### src/rtl/buffer_reserve_ctrl_if.sv
// Handshake bundle between the AHB register block / RX datapath / FIFO counter
// and the buffer reservation arbiter.
interface buffer_reserve_ctrl_if #(
    parameter int CNT_W = 7
);
    logic             txPacketSizeChanged;
    logic [CNT_W-1:0] txPacketDataSize;
    logic             rxDataReady;
    logic [CNT_W-1:0] bufferOccupancy;
    logic             clearRequest;
    logic             bufferReserved;
    logic [1:0]       reserveMode;
    logic             flushBuffer;
    logic             rxPending;
    logic             timeoutError;
    logic             sizeError;

    // Event inputs are single-cycle pulses with no back-pressure: a pulse is
    // consumed on the rising edge it is present at, whether or not it is acted on.
    modport master (
        output txPacketSizeChanged,
        output txPacketDataSize,
        output rxDataReady,
        output bufferOccupancy,
        output clearRequest,
        input  bufferReserved,
        input  reserveMode,
        input  flushBuffer,
        input  rxPending,
        input  timeoutError,
        input  sizeError
    );

    modport slave (
        input  txPacketSizeChanged,
        input  txPacketDataSize,
        input  rxDataReady,
        input  bufferOccupancy,
        input  clearRequest,
        output bufferReserved,
        output reserveMode,
        output flushBuffer,
        output rxPending,
        output timeoutError,
        output sizeError
    );
endinterface

### src/rtl/buffer_reserve_ctrl.sv
// Reserves the shared USB/AHB packet buffer for one direction at a time (TX fill,
// RX drain or flush), with size checking, stall timeout and a pending-RX latch.
module buffer_reserve_ctrl #(
    parameter int DEPTH   = 64,
    parameter int CNT_W   = $clog2(DEPTH + 1),
    parameter int TIMEOUT = 1024,
    parameter int TO_W    = $clog2(TIMEOUT + 2)
) (
    input logic                  clk,
    input logic                  nRst,
    buffer_reserve_ctrl_if.slave bus
);

    // Encoding equals reserveMode, so the state is always visible on that output.
    typedef enum logic [1:0] {
        S_IDLE  = 2'b00,
        S_WRITE = 2'b01,
        S_READ  = 2'b10,
        S_FLUSH = 2'b11
    } state_e;

    localparam logic [CNT_W-1:0] DEPTH_C = CNT_W'(DEPTH);

    state_e           state_q, state_d;
    logic [CNT_W-1:0] target_q, target_d;
    logic [CNT_W-1:0] occ_q;
    logic [TO_W-1:0]  stall_q, stall_d;
    logic             rx_pend_q, rx_pend_d;
    logic             to_err_q, to_err_d;
    logic             sz_err_q, sz_err_d;

    logic tx_start;
    logic size_illegal;
    logic occ_moved;
    logic stall_hit;
    logic busy_q;

    assign tx_start     = bus.txPacketSizeChanged;
    assign size_illegal = (bus.txPacketDataSize == '0) || (bus.txPacketDataSize > DEPTH_C);
    assign occ_moved    = (bus.bufferOccupancy != occ_q);
    assign busy_q       = (state_q == S_WRITE) || (state_q == S_READ);

    // The abort fires on the edge at which the counter would reach TIMEOUT.
    if (TIMEOUT == 0) begin : g_no_timeout
        assign stall_hit = 1'b0;
    end else begin : g_timeout
        assign stall_hit = !occ_moved && (stall_q == TO_W'(TIMEOUT - 1));
    end

    always_comb begin
        state_d  = state_q;
        target_d = target_q;
        to_err_d = 1'b0;
        sz_err_d = 1'b0;

        unique case (state_q)
            S_IDLE: begin
                if (bus.clearRequest) begin
                    state_d = S_FLUSH;
                end else if (tx_start && size_illegal) begin
                    sz_err_d = 1'b1;
                end else if (tx_start) begin
                    target_d = bus.txPacketDataSize;
                    state_d  = S_WRITE;
                end else if (bus.rxDataReady || rx_pend_q) begin
                    state_d = S_READ;
                end
            end
            S_WRITE: begin
                if (bus.clearRequest) begin
                    state_d = S_FLUSH;
                end else if (bus.bufferOccupancy > target_q) begin
                    state_d  = S_FLUSH;
                    sz_err_d = 1'b1;
                end else if (bus.bufferOccupancy == target_q) begin
                    state_d = S_IDLE;
                end else if (stall_hit) begin
                    state_d  = S_FLUSH;
                    to_err_d = 1'b1;
                end
            end
            S_READ: begin
                if (bus.clearRequest) begin
                    state_d = S_FLUSH;
                end else if (bus.bufferOccupancy == '0) begin
                    state_d = S_IDLE;
                end else if (stall_hit) begin
                    state_d  = S_FLUSH;
                    to_err_d = 1'b1;
                end
            end
            S_FLUSH: begin
                if (bus.bufferOccupancy == '0) begin
                    state_d = S_IDLE;
                end
            end
            default: state_d = S_IDLE;
        endcase
    end

    // One-bit latch: an RX event that cannot be taken now is remembered until
    // the next entry into READ, unless an abort discards it.
    always_comb begin
        rx_pend_d = rx_pend_q;
        if (bus.clearRequest) begin
            rx_pend_d = 1'b0;
        end else if ((state_q == S_IDLE) && (state_d == S_READ)) begin
            rx_pend_d = 1'b0;
        end else if (bus.rxDataReady) begin
            rx_pend_d = 1'b1;
        end
    end

    always_comb begin
        stall_d = '0;
        if ((TIMEOUT != 0) && busy_q && (state_d == state_q) && !occ_moved) begin
            stall_d = stall_q + TO_W'(1);
        end
    end

    always_ff @(posedge clk or negedge nRst) begin
        if (!nRst) begin
            state_q   <= S_IDLE;
            target_q  <= '0;
            occ_q     <= '0;
            stall_q   <= '0;
            rx_pend_q <= 1'b0;
            to_err_q  <= 1'b0;
            sz_err_q  <= 1'b0;
        end else begin
            state_q   <= state_d;
            target_q  <= target_d;
            occ_q     <= bus.bufferOccupancy;
            stall_q   <= stall_d;
            rx_pend_q <= rx_pend_d;
            to_err_q  <= to_err_d;
            sz_err_q  <= sz_err_d;
        end
    end

    assign bus.bufferReserved = (state_q != S_IDLE);
    assign bus.reserveMode    = state_q;
    assign bus.flushBuffer    = (state_q == S_FLUSH);
    assign bus.rxPending      = rx_pend_q;
    assign bus.timeoutError   = to_err_q;
    assign bus.sizeError      = sz_err_q;

endmodule

### src/flat_wrapper.sv
// flat-port wrapper written by rule: the top's interface ports become plain ports
module buffer_reserve_ctrl_flat 
#(
    parameter int DEPTH   = 64,
    parameter int CNT_W   = $clog2(DEPTH + 1),
    parameter int TIMEOUT = 1024,
    parameter int TO_W    = $clog2(TIMEOUT + 2)
)
  (clk, nRst, bus_txPacketSizeChanged, bus_txPacketDataSize, bus_rxDataReady, bus_bufferOccupancy, bus_clearRequest, bus_bufferReserved, bus_reserveMode, bus_flushBuffer, bus_rxPending, bus_timeoutError, bus_sizeError);
  buffer_reserve_ctrl_if #(.CNT_W(CNT_W)) bus_i ();
  input logic clk;
  input logic nRst;
  input wire logic [$bits(bus_i.txPacketSizeChanged)-1:0] bus_txPacketSizeChanged;
  input wire logic [$bits(bus_i.txPacketDataSize)-1:0] bus_txPacketDataSize;
  input wire logic [$bits(bus_i.rxDataReady)-1:0] bus_rxDataReady;
  input wire logic [$bits(bus_i.bufferOccupancy)-1:0] bus_bufferOccupancy;
  input wire logic [$bits(bus_i.clearRequest)-1:0] bus_clearRequest;
  output wire logic [$bits(bus_i.bufferReserved)-1:0] bus_bufferReserved;
  output wire logic [$bits(bus_i.reserveMode)-1:0] bus_reserveMode;
  output wire logic [$bits(bus_i.flushBuffer)-1:0] bus_flushBuffer;
  output wire logic [$bits(bus_i.rxPending)-1:0] bus_rxPending;
  output wire logic [$bits(bus_i.timeoutError)-1:0] bus_timeoutError;
  output wire logic [$bits(bus_i.sizeError)-1:0] bus_sizeError;
  assign bus_i.txPacketSizeChanged = bus_txPacketSizeChanged;
  assign bus_i.txPacketDataSize = bus_txPacketDataSize;
  assign bus_i.rxDataReady = bus_rxDataReady;
  assign bus_i.bufferOccupancy = bus_bufferOccupancy;
  assign bus_i.clearRequest = bus_clearRequest;
  assign bus_bufferReserved = bus_i.bufferReserved;
  assign bus_reserveMode = bus_i.reserveMode;
  assign bus_flushBuffer = bus_i.flushBuffer;
  assign bus_rxPending = bus_i.rxPending;
  assign bus_timeoutError = bus_i.timeoutError;
  assign bus_sizeError = bus_i.sizeError;
  buffer_reserve_ctrl #(.DEPTH(DEPTH), .CNT_W(CNT_W), .TIMEOUT(TIMEOUT), .TO_W(TO_W)) u_core (.clk(clk), .nRst(nRst), .bus(bus_i));
endmodule
### config.mk
export PLATFORM = sky130hd
export DESIGN_NAME = buffer_reserve_ctrl_flat
export DESIGN_NICKNAME = d
export VERILOG_FILES = /design/src/rtl/buffer_reserve_ctrl_if.sv /design/src/rtl/buffer_reserve_ctrl.sv /design/src/flat_wrapper.sv
export SDC_FILE = /design/constraint.sdc
export NUM_CORES = 1
export LEC_CHECK = 0
export ABC_AREA = 1
export CORE_ASPECT_RATIO = 1.1
export CORE_UTILIZATION = 40
export DETAILED_ROUTE_END_ITERATION = 16
export PLACE_DENSITY = 0.65
export SLEW_MARGIN = 20
export SYNTH_ARGS = -nofsm -noshare
export SYNTH_HDL_FRONTEND = slang
export SYNTH_SLANG_ARGS = --single-unit
### constraint.sdc
create_clock -name clk -period 2.9 [get_ports clk]
set_clock_uncertainty 0.05 [all_clocks]
set_input_delay 0.725 -clock clk [delete_from_list [all_inputs] [get_ports clk]]
set_output_delay 0.725 -clock clk [all_outputs]
set_load 0.005 [all_outputs]
### Word level (Yosys, flattened, before mapping)

Index checks and enable logic that the tools add are counted.

* register bits after elaboration: 30
* bits in latches: 0
* RAM bits: 0
* bits in read-only memories: 0
* input port bits: 19
* memories: 0

* add/subtract/negate cells: 1
* multipliers: 0
* div/mod/pow operators: 0
* magnitude comparators: 2
* eq/ne operators: 8
* shift operators: 0
* mux-type cells: 28
* bitwise operators: 2
* reduce and logical (&&, ||, !) cells: 15

Operators by type and width (count)
* $mux 2: 11
* $logic_not 7->1: 2
* $mux 1: 13
* $add 11x1->11 const B: 1
* $eq 11x10->1 const B: 1
* $mux 11: 1
* $pmux 2 s4: 1
* $eq 7x7->1: 1
* $gt 7x7->1: 1
* $gt 7x7->1 const B: 1
* $ne 7x7->1: 1
* $eq 2x2->1 const B: 3
* $logic_and 1x1->1: 5
* $pmux 1 s2: 2
* $reduce_and 4->1: 1
* $logic_or 1x1->1: 3
* $reduce_bool 3->1: 1
* $eq 2x1->1 const B: 1
* $eq 2x2->1: 1
* $logic_not 2->1: 1
* $not 1->1: 2
* $reduce_bool 2->1: 1
* $logic_not 1->1: 1

### Logic depth before layout (Yosys ltp)

Gate-level depths: netlist (run 1).

* depth in word-level cells: 12
* gate-level depth with buffers: 17
* mapped depth without buffers: 16

### Worst setup path before layout (run 1)

OpenSTA, ideal clock, no wires.

* path type: input to register
* start point: input port bus_bufferOccupancy[6]
* end point: register u_core.stall_q[6]
* setup time: 0.121 ns
* data arrival time: 2.111 ns
* data required time: 2.729 ns
* setup slack: 0.618 ns
* cell stages on the path: 15
* cells stage by stage: ha_1 nand2_1 nor2_2 nand2_2 nand2_4 inv_2 a21oi_4 nand2_1 o21ai_2 nand2_1 nand2_1 inv_1 nand2_2 buf_6 nor2_2

* word-level cells in the longest chain between the ends: 12

RTL lines
* start, declared: RTL line flat_wrapper.sv:16 `input wire logic [$bits(bus_i.bufferOccupancy)-1:0] bus_bufferOccupancy;`
* $ne 7x7->1: RTL line buffer_reserve_ctrl.sv:40 `assign occ_moved = (bus.bufferOccupancy != occ_q);`
* $logic_not 1->1: RTL line buffer_reserve_ctrl.sv:47, buffer_reserve_ctrl.sv:116
* $logic_and 1x1->1: RTL line buffer_reserve_ctrl.sv:47 `assign stall_hit = !occ_moved && (stall_q == TO_W'(TIMEOUT - 1));`
* $mux 2: RTL line buffer_reserve_ctrl.sv:77, buffer_reserve_ctrl.sv:87
* $mux 2: RTL line buffer_reserve_ctrl.sv:75 `end else if (bus.bufferOccupancy == target_q) begin`
* $mux 2: RTL line buffer_reserve_ctrl.sv:72 `end else if (bus.bufferOccupancy > target_q) begin`
* $mux 2: RTL line buffer_reserve_ctrl.sv:70 `if (bus.clearRequest) begin`
* $pmux 2 s4: RTL line buffer_reserve_ctrl.sv:56 `unique case (state_q)`
* $eq 2x2->1: RTL line buffer_reserve_ctrl.sv:116 `if ((TIMEOUT != 0) && busy_q && (state_d == state_q) && !occ_moved) begin`
* $logic_and 1x1->1: RTL line buffer_reserve_ctrl.sv:116
* $logic_and 1x1->1 *: RTL line buffer_reserve_ctrl.sv:116
* $mux 11 *: RTL line buffer_reserve_ctrl.sv:116
* named net u_core.stall_d[6]: RTL line buffer_reserve_ctrl.sv:27 `logic [TO_W-1:0] stall_q, stall_d;`
* end signal, assigned: RTL line buffer_reserve_ctrl.sv:134 `stall_q <= stall_d;`
* end, declared: RTL line buffer_reserve_ctrl.sv:27

The timed path passes the listed nets; every way through them passes the cells marked *.
A chain may end at the register's enable or synchronous reset.

### Worst setup path in the final report (run 1)

* start point: input port bus_bufferOccupancy[0]
* end point: register u_core.stall_q[10]

Same word-level chain as after synthesis.

==> impl_results.md, run 1 <==
* Status: finished, final reports clean
* Chip width at 66.7 um
* Core box area at 4350 um2
* Total routed wirelength at 3250 um
* Hold_buf cts at 0
* CP Data Required Time at between 3 and 4 ns
* Worst path arrival time at 2.72 ns
* Root Driver: clkbuf_8
* YS warnings at 0
* Flip-flop and latch area at around 750 um2
* Routed len/inst at 10.2 um
* I/O Buffers at 25
* Fill cells at 421
* Clock period minus worst slack at 2.60 ns
* Most frequent cells in the layout: nand2_1, inv_1, dfrtp_1
* Final Hold Viols at 0
* Ports at 26
* Placed insts at 312
* Final ANT Viol Nets at 0
* Yosys cell types at 28
* Synth Cell Area at 1840 um2
* Hold path depth at 1
* Max-cap viol count at 0
* Reg clk slew, reported paths at 0.06 ns
* 1st-pass router iterations at 4
* # nets final at 296
* Sequential area share after synthesis at 0.408
* Cell count after synthesis at ~230
* Post-CTS sizing at 0
* Startpoint class of the critical path: input pin
* CP dominant cell by count: nand2_1
* Multi-input logic area at 935 um2
* Syn Nets at 257
* CTS H-tree lvls at 2
* Maximum buffer depth of the clock tree at 2
* Postcts setup bufs at 0
* DR vias at 1445
* CTS tree: built
* N_diodes at 0
* Vias/cell at 4.52
* Max VDD drop at 0.000349 V
* R2R Path Start: u_core.target_q[6]$_DFFE_PN0P_
* Largest net degree at the start of global routing at 31
* Design area at 2310 um2
* CTS Sinks at 30
* TritonCTS Buffers at 5
* HP Start: u_core.stall_q[0]$_DFF_PN0_
* Reg-to-reg endpoint: u_core.stall_q[10]$_DFF_PN0_
* Worst Hold End: u_core.stall_q[0]$_DFF_PN0_
* Dpl hpwl at 2600 um
* Site Rows at 25
* Syn avg cell area at slightly above 8 um2
* Hold Path Class: register to register
* First-pass GRT wire length at 5870 um
* GRT Util Overall at 0.162
* RSZ-0062 raised after global routing: no
* Hold WS at 0.438 ns
* Fin. max-slew vios at 0
* Die Height at 73.1 um
* Ordered cell list for the critical path: clkdlybuf4s50_1, inv_1, ha_1, inv_2, nor2_1, nand2_2, nand2_4, inv_2, a21oi_4, nand2_1, o21ai_2, nand2_1, nand2_1, inv_1, nand2_2, buf_12, nor2_1
* Layout cells sized above 1 at 0.184
* GRT overflow at 0
* Clock latency on the worst-skew pair at 0.28 ns
* Placed Area at around 2200 um2
* Die area at 4870 um2
* Critical Path Slowest Stage Cell: clkdlybuf4s50_1
* Max stage delay on crit path at 0.47 ns
* Tot Pwr at between 0.0015 and 0.002 W
* Global placer's final weighted congestion at 0.727
* Yosys reg bits at 30
* Critical path type: input pin to register
* Vias in the first global route at about 1.3k
* Initial DRC count at 64
* R2R depth at 16
* Antenna violations before repair at 0
* Cell leakage power at 1.14 nW
* Commonest non-fill, non-tap cell in the layout: nand2_1
* Fmax at 384 MHz
* Post-route DRC at 0
* Area delta synth->final at 25.8%
* Relative slew slack at 0.703
* Final setup violation count at 0
* CP endpoint kind: register
* Power density cells at 660 nW/um2
* Sum of negative setup slack at 0 ns
* Crit Path Max Fanout at 11
* Starting Density at 0.423
* Worst reg2reg setup slack at 0.84 ns
* Final period utilization at 0.898
* Tightest Pin Transition at ~0.44 ns
* Final Non-Filler Cells at 320
final cells by class:
cell class / instances / area share
timing repair buffer: 34 / 0.143
multi-input combinational: 157 / 0.404
clock inverter: 1 / 0.00216
clock buffer: 7 / 0.0373
sequential: 30 / 0.324
tap: 54 / 0.0292
inverter: 37 / 0.0600
cells by family after synthesis:
kind of cell,synth area share
flops,0.408
xor+xnor,0.0429
simple gates,0.308
fa+ha+maj,0.0816
mux,0.00612
buf+inv,0.0837
compound gates,0.0694
cells in the mapped netlist (all sizes together):
master	count	share of area
nand2	56	0.13
nor2	39	0.11
inv	37	0.076
dfrtp	30	0.41
nand3	14	0.049
ha	12	0.082
a21oi	11	0.038
o21ai	7	0.027
xor2	5	0.024
xnor2	4	0.019
nand4	3	0.010
nand3b	2	0.0082
buf	1	0.0061
clkbuf	1	0.0020
mux2	1	0.0061
nor3b	1	0.0041
o21a	1	0.0041
or2	1	0.0034
routing by layer:
metal,GRT usage,share of wire,vias up
met4,0.0709,0.022,0
met1,0.213,0.51,634
met2,0.250,0.43,29
met3,0.0422,0.041,7
met5,0,0,-
li1,-,-,775
worst max-delay path, delay by kind of cell:
family                   cells  cell delay [ns]
AND/OR/NAND/NOR              8             0.63
AO/OA/AOI/OAI                2             0.29
buffers and inverters        6             0.79
adder cells (fa/ha/maj)      1             0.28
report_power, final:
| group | internal, W | switching, W | leakage, nW |
|---|---|---|---|
| combinational | 0.000292 | 0.000361 | 0.721 |
| clock | 0.000191 | 0.000147 | 0.0482 |
| sequential | 0.000487 | 0.0000498 | 0.374 |
flip-flops by register name, indices dropped and copies added, names as in the netlist:
register and count:
u_core.stall_q 11, u_core.bus.timeoutError 1, u_core.occ_q 7, u_core.target_q 7
u_core.bus.sizeError 1, u_core.bus.reserveMode 2, u_core.bus.rxPending 1
worst max-delay path by stage:
| stage | from | to | slack (ns) | cells after the start |
|---|---|---|---|---|
| 3_3_place_gp | bus_bufferOccupancy[0] | u_core.stall_q[10]$_DFF_PN0_ | 0.06 | 17 |
| 3_5_place_dp | bus_bufferOccupancy[0] | u_core.stall_q[10]$_DFF_PN0_ | -0.002 | 17 |
| 4_1_cts | bus_bufferOccupancy[0] | u_core.stall_q[10]$_DFF_PN0_ | 0.30 | 17 |
| 2_1_floorplan | bus_bufferOccupancy[6] | u_core.stall_q[6]$_DFF_PN0_ | 0.62 | 15 |
| 5_1_grt | bus_bufferOccupancy[0] | u_core.stall_q[10]$_DFF_PN0_ | 0.10 | 17 |
| 6_report | bus_bufferOccupancy[0] | u_core.stall_q[10]$_DFF_PN0_ | 0.30 | 17 |
metrics by stage:
stage / setup WS (ns) / util
final: 0.296 / 0.532
after global routing: 0.104 / 0.532
after CTS: 0.297 / 0.532
after detailed placement: -0.00234 / 0.511
after global placement: 0.0573 / 0.511
after floorplan: 0.618 / -
Power figures use the tool's default switching activity.
==> run 2: changes to the inputs <==
Settings changed: CORE_ASPECT_RATIO 1.1 to 1.4, MAX_ROUTING_LAYER set to met4, PLACE_DENSITY 0.65 to 0.61.
==> run 2 against run 1 <==
Effect of this change:
- sequential cell count unchanged
- largest cell class unchanged
- utilization increased by 1.6 points
- sequential power decreased by 0.9%
- die area about the same
- clock-buffer cell count increased by 1
- critical path depth decreased by 4
- fmax decreased by 1.3%
- power increased by 5.9%
- hold slack got worse by 0.024 ns
- register-to-register slack about the same
- setup slack got worse by 0.034 ns
- largest power group unchanged
- critical path type unchanged
==> impl_results.md, run 2 (synthesis gave the netlist of run 1 again) <==
* P_sw at 0.000568 W
* Critical path type: input pin to register
* DR vias at 1439
* CP endpoint kind: register
* Commonest non-fill, non-tap cell in the layout: nand2_1
* Maximum buffer depth of the clock tree at 2
* Crit Path Max Fanout at 10
* Global placer's final weighted congestion at 0.787
* First-pass GRT wire length at between 6000 and 7000 um
* Post-route DRC at 0
* HP Start: u_core.stall_q[0]$_DFF_PN0_
* Starting Density at 0.427
* TritonCTS Buffers at 5
* Final Hold Viols at 0
* Die Height at 82.2 um
* Sequential fraction of design power at 0.328
* Power density cells at 685 nW/um2
* Critical Path Slowest Stage Cell: clkdlybuf4s50_1
* Final Non-Filler Cells at ~330
* Placed insts at 321
* Sw frac at 0.351
* Largest regs: u_core.stall_q: 11 flops, u_core.occ_q: 7 flops, u_core.target_q: 7 flops
* Clock period minus worst slack at around 2.6 ns
* Root Driver: clkbuf_8
* Fmax at roughly 380 MHz
* R2R depth at 13
* Routed len/inst at 10.2 um
* Site Rows at 28
* Reg-to-reg endpoint: u_core.stall_q[2]$_DFF_PN0_
* Vias/cell at roughly 4.4
* Max VDD drop at 0.000412 V
* I/O Buffers at 25
* Total routed wirelength at 3360 um
* Worst path arrival time at around 2.8 ns
* Fin. max-slew vios at 0
* GRT Util Overall at 0.173
* N_diodes at 0
* Antenna violations before repair at 0
* Status: finished, final reports clean
* Clock latency on the worst-skew pair at 0.28 ns
* Hold Path Class: register to register
* Chip width at 59.3 um
* Hold_buf cts at 0
* Max-cap viol count at 0
* Area delta synth->final at 28.4%
* Vias in the first global route at around 1.4k
* Initial DRC count at 30
* Pre-CTS setup slack at -0.0318 ns
* Max stage delay on crit path at around 0.48 ns
* Most frequent cells in the layout: nand2_1, inv_1, dfrtp_1
* Largest net degree at the start of global routing at 31
* CTS Sinks at 30
* Post-CTS sizing at 0
* RSZ-0062 raised after global routing: no
* Dpl hpwl at 2670 um
* CTS tree: built
* Design area at 2360 um2
* Largest reg by FF count: u_core.stall_q
* Max reg flops at 11
* Cell leakage power at 1.17 nW
* Final period utilization at 0.910
* Placed Area at 2250 um2
* Final setup violation count at 0
* Internal power at 0.00105 W
* Comb pwr share at 0.426
* Crit-path leading delay family: buffers and inverters
* Worst reg2reg setup slack at approximately 0.85 ns
* Hold path depth at 1
* Core box area at ~4300 um2
* CP Data Required Time at 3.02 ns
* Ports at 26
* R2R Path Start: u_core.target_q[5]$_DFFE_PN0P_
* Postcts setup bufs at 0
* Die area at 4880 um2
* Worst Hold End: u_core.stall_q[0]$_DFF_PN0_
* Startpoint class of the critical path: input pin
* CP bufs+invs at 3
* Final ANT Viol Nets at 0
* Ordered cell list for the critical path: clkdlybuf4s50_1, ha_1, nand2_1, inv_1, a21oi_1, nand2_1, a21oi_4, nand3_2, a21oi_1, nor2_2, nand2_2, buf_12, nor2_2
* Tightest Pin Transition at 0.389 ns
* GRT overflow at 0
* Worst setup margin at 0.262 ns
* CTS H-tree lvls at 2
* 1st-pass router iterations at 4
* Clock power share at 0.246
* Reg clk slew, reported paths at 0.06 ns
* Layout cells sized above 1 at 0.197
* Relative slew slack at 0.741
* # nets final at 299
run 2: changes by cell type in the layout (fill, tap and decap cells not counted):
| cell | previous run | this run |
|---|---|---|
| clkinv_2 | 1 | 0 |
| clkbuf_8 | 6 | 8 |
| buf_4 | 8 | 11 |
| clkbuf_1 | 1 | 0 |
run 2: metrics by stage:
| stage | power [W] | setup TNS, ns | utilization | hold WS (ns) |
|---|---|---|---|---|
| 3_5_place_dp | 0.00123 | -0.289 | 0.523 | 0.413 |
| 3_3_place_gp | 0.00123 | -0.0928 | 0.523 | 0.411 |
| 2_1_floorplan | 0.000992 | 0 | - | 0.379 |
| 5_1_grt | 0.00176 | 0 | 0.548 | 0.436 |
| 6_report | 0.00162 | 0 | 0.548 | 0.414 |
| 4_1_cts | 0.00164 | 0 | 0.548 | 0.421 |
run 2: routing by layer:
| layer | wire length, um | global-route usage | up-vias |
|---|---|---|---|
| li1 | - | - | 782 |
| met5 | 0 | - | - |
| met3 | 74 | 0.0327 | 8 |
| met1 | 1500 | 0.186 | 627 |
| met2 | 1710 | 0.301 | 22 |
| met4 | 78 | 0.0857 | 0 |
run 2: area by class of cell:
cell class | instances | area (um2)
Timing Repair Buffer | 37 | 353
Clock buffer | 8 | 110
Sequential cell | 30 | 751
Multi-Input combinational cell | 157 | 935
Tap cell | 60 | 75.1
Fill cell | 403 | 1950
Inverter | 37 | 139
run 2: worst max path at each step:
stage	start	end	slack, ns	cells past startpoint
after floorplan	bus_bufferOccupancy[6]	u_core.stall_q[6]$_DFF_PN0_	0.62	15
final	bus_bufferOccupancy[6]	u_core.stall_q[2]$_DFF_PN0_	0.26	13
after global routing	bus_bufferOccupancy[6]	u_core.stall_q[1]$_DFF_PN0_	0.03	15
after CTS	bus_bufferOccupancy[6]	u_core.stall_q[2]$_DFF_PN0_	0.27	15
after detailed placement	bus_bufferOccupancy[6]	u_core.stall_q[4]$_DFF_PN0_	-0.03	16
after global placement	bus_bufferOccupancy[6]	u_core.stall_q[2]$_DFF_PN0_	-0.01	15
run 2: power by group through the flow:
| stage | combinational [W] | clock [W] | sequential [W] |
|---|---|---|---|
| global placement | 0.000691 | 0 | 0.000541 |
| finish | 0.000689 | 0.000398 | 0.000532 |
| global route | 0.000784 | 0.000433 | 0.000542 |
| CTS | 0.000697 | 0.000413 | 0.000533 |
| floorplan | 0.000460 | 0 | 0.000532 |
| detailed placement | 0.000694 | 0 | 0.000540 |
==> run 3: changes to the inputs <==
Settings changed: ABC_AREA 1 to 0.
==> run 3 against run 2 <==
Effect of this change:
- the run now ends with DRC left
- power increased by 4.3%
- critical path depth decreased by 6
- final cell count decreased by 18%
- synthesized cell count decreased by 21%
- wire length increased by 27%
- fmax decreased by 2.2%
- setup slack got worse by 0.060 ns
- final area decreased by 4.2%
- critical endpoint is now u_core.stall_q[8]$_DFF_PN0_
==> impl_results.md, run 3 <==
* CTS tree: built
* Post-CTS sizing at 0
* Vias in the first global route at 1598
* Most frequent cell after synthesis: dfrtp_1
* Placed Area at 2150 um2
* Site Rows at 28
* Reg clk slew, reported paths at around 0.06 ns
* Startpoint class of the critical path: input pin
* Number of synthesized flops with an enable pin at 0
* Max VDD drop at 0.000439 V
* Initial DRC count at 61
* Largest regs: u_core.stall_q: 11 flops, u_core.occ_q: 7 flops, u_core.target_q: 7 flops
* N_diodes at 0
* Status: finished with violations
* Layout cells sized above 1 at 0.143
* R2R Path Start: u_core.bus.reserveMode[0]$_DFF_PN0_
* Reg-to-reg endpoint: u_core.stall_q[8]$_DFF_PN0_
* Hold WS at 0.409 ns
* Max reg flops at 11
* GRT Util Overall at 0.211
* Total routed wirelength at 4250 um
* CP Data Required Time at 3.02 ns
* Tightest Pin Transition at ~0.39 ns
* CTS H-tree lvls at 2
* Largest net degree at the start of global routing at 31
* Die Height at ~80 um
* YS warnings at 0
* TritonCTS Buffers at 5
* Crit Path Max Fanout at 6
* Final setup violation count at 0
* Root Driver: clkbuf_8
* Clock period minus worst slack at 2.70 ns
* Clock latency on the worst-skew pair at 0.29 ns
* Cell count after synthesis at 179
* GRT overflow at 0
* R2R depth at 8
* # nets final at roughly 250
* Area share of the largest cell type after synthesis at 0.427
* Critical path startpoint: bus_bufferOccupancy[4]
* Routed len/inst at 15.8 um
* Commonest non-fill, non-tap cell in the layout: dfrtp_1
* Postcts setup bufs at 0
* Die area at about 4700 um2
* CP endpoint kind: register
* Synth top cells by count: dfrtp_1, nand2_1, ha_1, inv_1, xnor2_1
* Area delta synth->final at 28.8%
* I/O Buffers at 25
* Failing checks: DRC
* Syn avg cell area at approximately 10 um2
* Final ANT Viol Nets at 0
* CP endpoint: u_core.stall_q[8]$_DFF_PN0_
* Asr flop ratio synth at 1.00
* Worst path arrival time at roughly 2.8 ns
* Cell leakage power at 0.960 nW
* Global placer's final weighted congestion at ~0.87
* CTS Sinks at 30
* 1st-pass router iterations at 10
* Dpl hpwl at between 3000 and 4000 um
* Core box area at 4200 um2
* Design area at 2260 um2
* Critical path type: input pin to register
* Fmax at 371 MHz
* First-pass GRT wire length at around 7200 um
* Ys flop type: dfrtp_1
* Maximum buffer depth of the clock tree at 2
* RSZ-0062 raised after global routing: no
* Fin. max-slew vios at 0
* Power density cells at approximately 750 nW/um2
* Starting Density at 0.418
* Hold_buf cts at 0
* Hold Path Class: register to register
* Final Hold Viols at 0
* Sequential area share after synthesis at 0.427
* Synth Cell Area at 1760 um2
* Vias/cell at 5.77
* Worst reg2reg setup slack at 0.38 ns
* Yosys cell types at 43
* Relative slew slack at 0.735
* Synth top area cells: dfrtp_1, ha_1, xnor2_1
* Yosys reg bits at 30
* Antenna violations before repair at 0
* Max-cap viol count at 0
* Post-route DRC at 2
* Cell taking the most area after synthesis: dfrtp_1
* Ports at 26
* Largest reg by FF count: u_core.stall_q
* Chip width at 58.0 um
* Final period utilization at 0.930
* Syn Nets at 210
* Most frequent cells in the layout: dfrtp_1, clkdlybuf4s50_1, nand2_1
* DR vias at 1552
## run 3: cell types whose count changed after synthesis, sizes merged, moves of 3 or more
cell / change
nor2: -30
inv: -25
or4: +3
nand2: -40
nor3: +4
a211oi: +9
and3: +3
nand4: +3
xnor2: +7
nand3: -6
o21ai: +3
## run 3: logic make-up (layout without fill, tap and decap cells)
family,count (synthesis),count (layout),synth area share
xor gates and xnor gates,16,16,0.0797
muxes,2,2,0.0128
adders and majority gates,12,12,0.0854
and+or+nand+nor,60,60,0.186
AOI/OAI and AO/OA,45,45,0.174
buffers and inverters,14,59,0.0349
DFF,30,30,0.427
## run 3: worst max-delay path, cell delays in order
cell and delay (ns):
clkdlybuf4s50_1 0.49, or4_1 0.59, o21ai_1 0.23, a2111o_1 0.21
nand3_2 0.12, buf_4 0.19, a211oi_1 0.27
## run 3: area by class of cell
class                           instances  area [um2]
Clock buffer                            5        68.8
Clock inverter                          3        40.0
Fill cell                             403        1940
Inverter                               12        45.0
Multi-Input combinational cell        135         947
Sequential cell                        30         751
Tap cell                               45        56.3
Timing Repair Buffer                   39         355
## run 3: per-layer routing
metal  GRT usage  vias to the layer above  wire length, um
met3      0.0338                        8              129
met2       0.387                       39             2370
met1       0.219                      759             1670
met4      0.0857                        0               87
met5           -                        -                0
li1            -                      746                -
## run 3: per-stage QoR
step	power (W)	TNS, ns	cells	setup WS [ns]	util
floorplan	0.000982	0	179	0.641	-
global placement	0.00124	0	261	0.0275	0.512
detailed placement	0.00127	-0.246	261	-0.103	0.512
CTS	0.00169	0	269	0.195	0.538
global route	0.00180	0	269	0.0175	0.538
finish	0.00169	0	269	0.202	0.538
## run 3: worst min path at each step
stage	startpoint	end	slack, ns	cells past startpoint
final	u_core.stall_q[0]$_DFF_PN0_	u_core.stall_q[0]$_DFF_PN0_	0.41	1
after global routing	u_core.stall_q[0]$_DFF_PN0_	u_core.stall_q[0]$_DFF_PN0_	0.45	1
after CTS	u_core.stall_q[0]$_DFF_PN0_	u_core.stall_q[0]$_DFF_PN0_	0.41	1
after detailed placement	u_core.stall_q[0]$_DFF_PN0_	u_core.stall_q[0]$_DFF_PN0_	0.40	1
after global placement	u_core.stall_q[0]$_DFF_PN0_	u_core.stall_q[0]$_DFF_PN0_	0.40	1
after floorplan	nRst	u_core.bus.reserveMode[0]$_DFF_PN0_	0.38	0
## run 3: where the power goes
| part | internal [W] | switching [W] |
|---|---|---|
| Clock | 0.000253 | 0.000165 |
| Combinational | 0.000347 | 0.000376 |
| Sequential | 0.000484 | 0.0000630 |
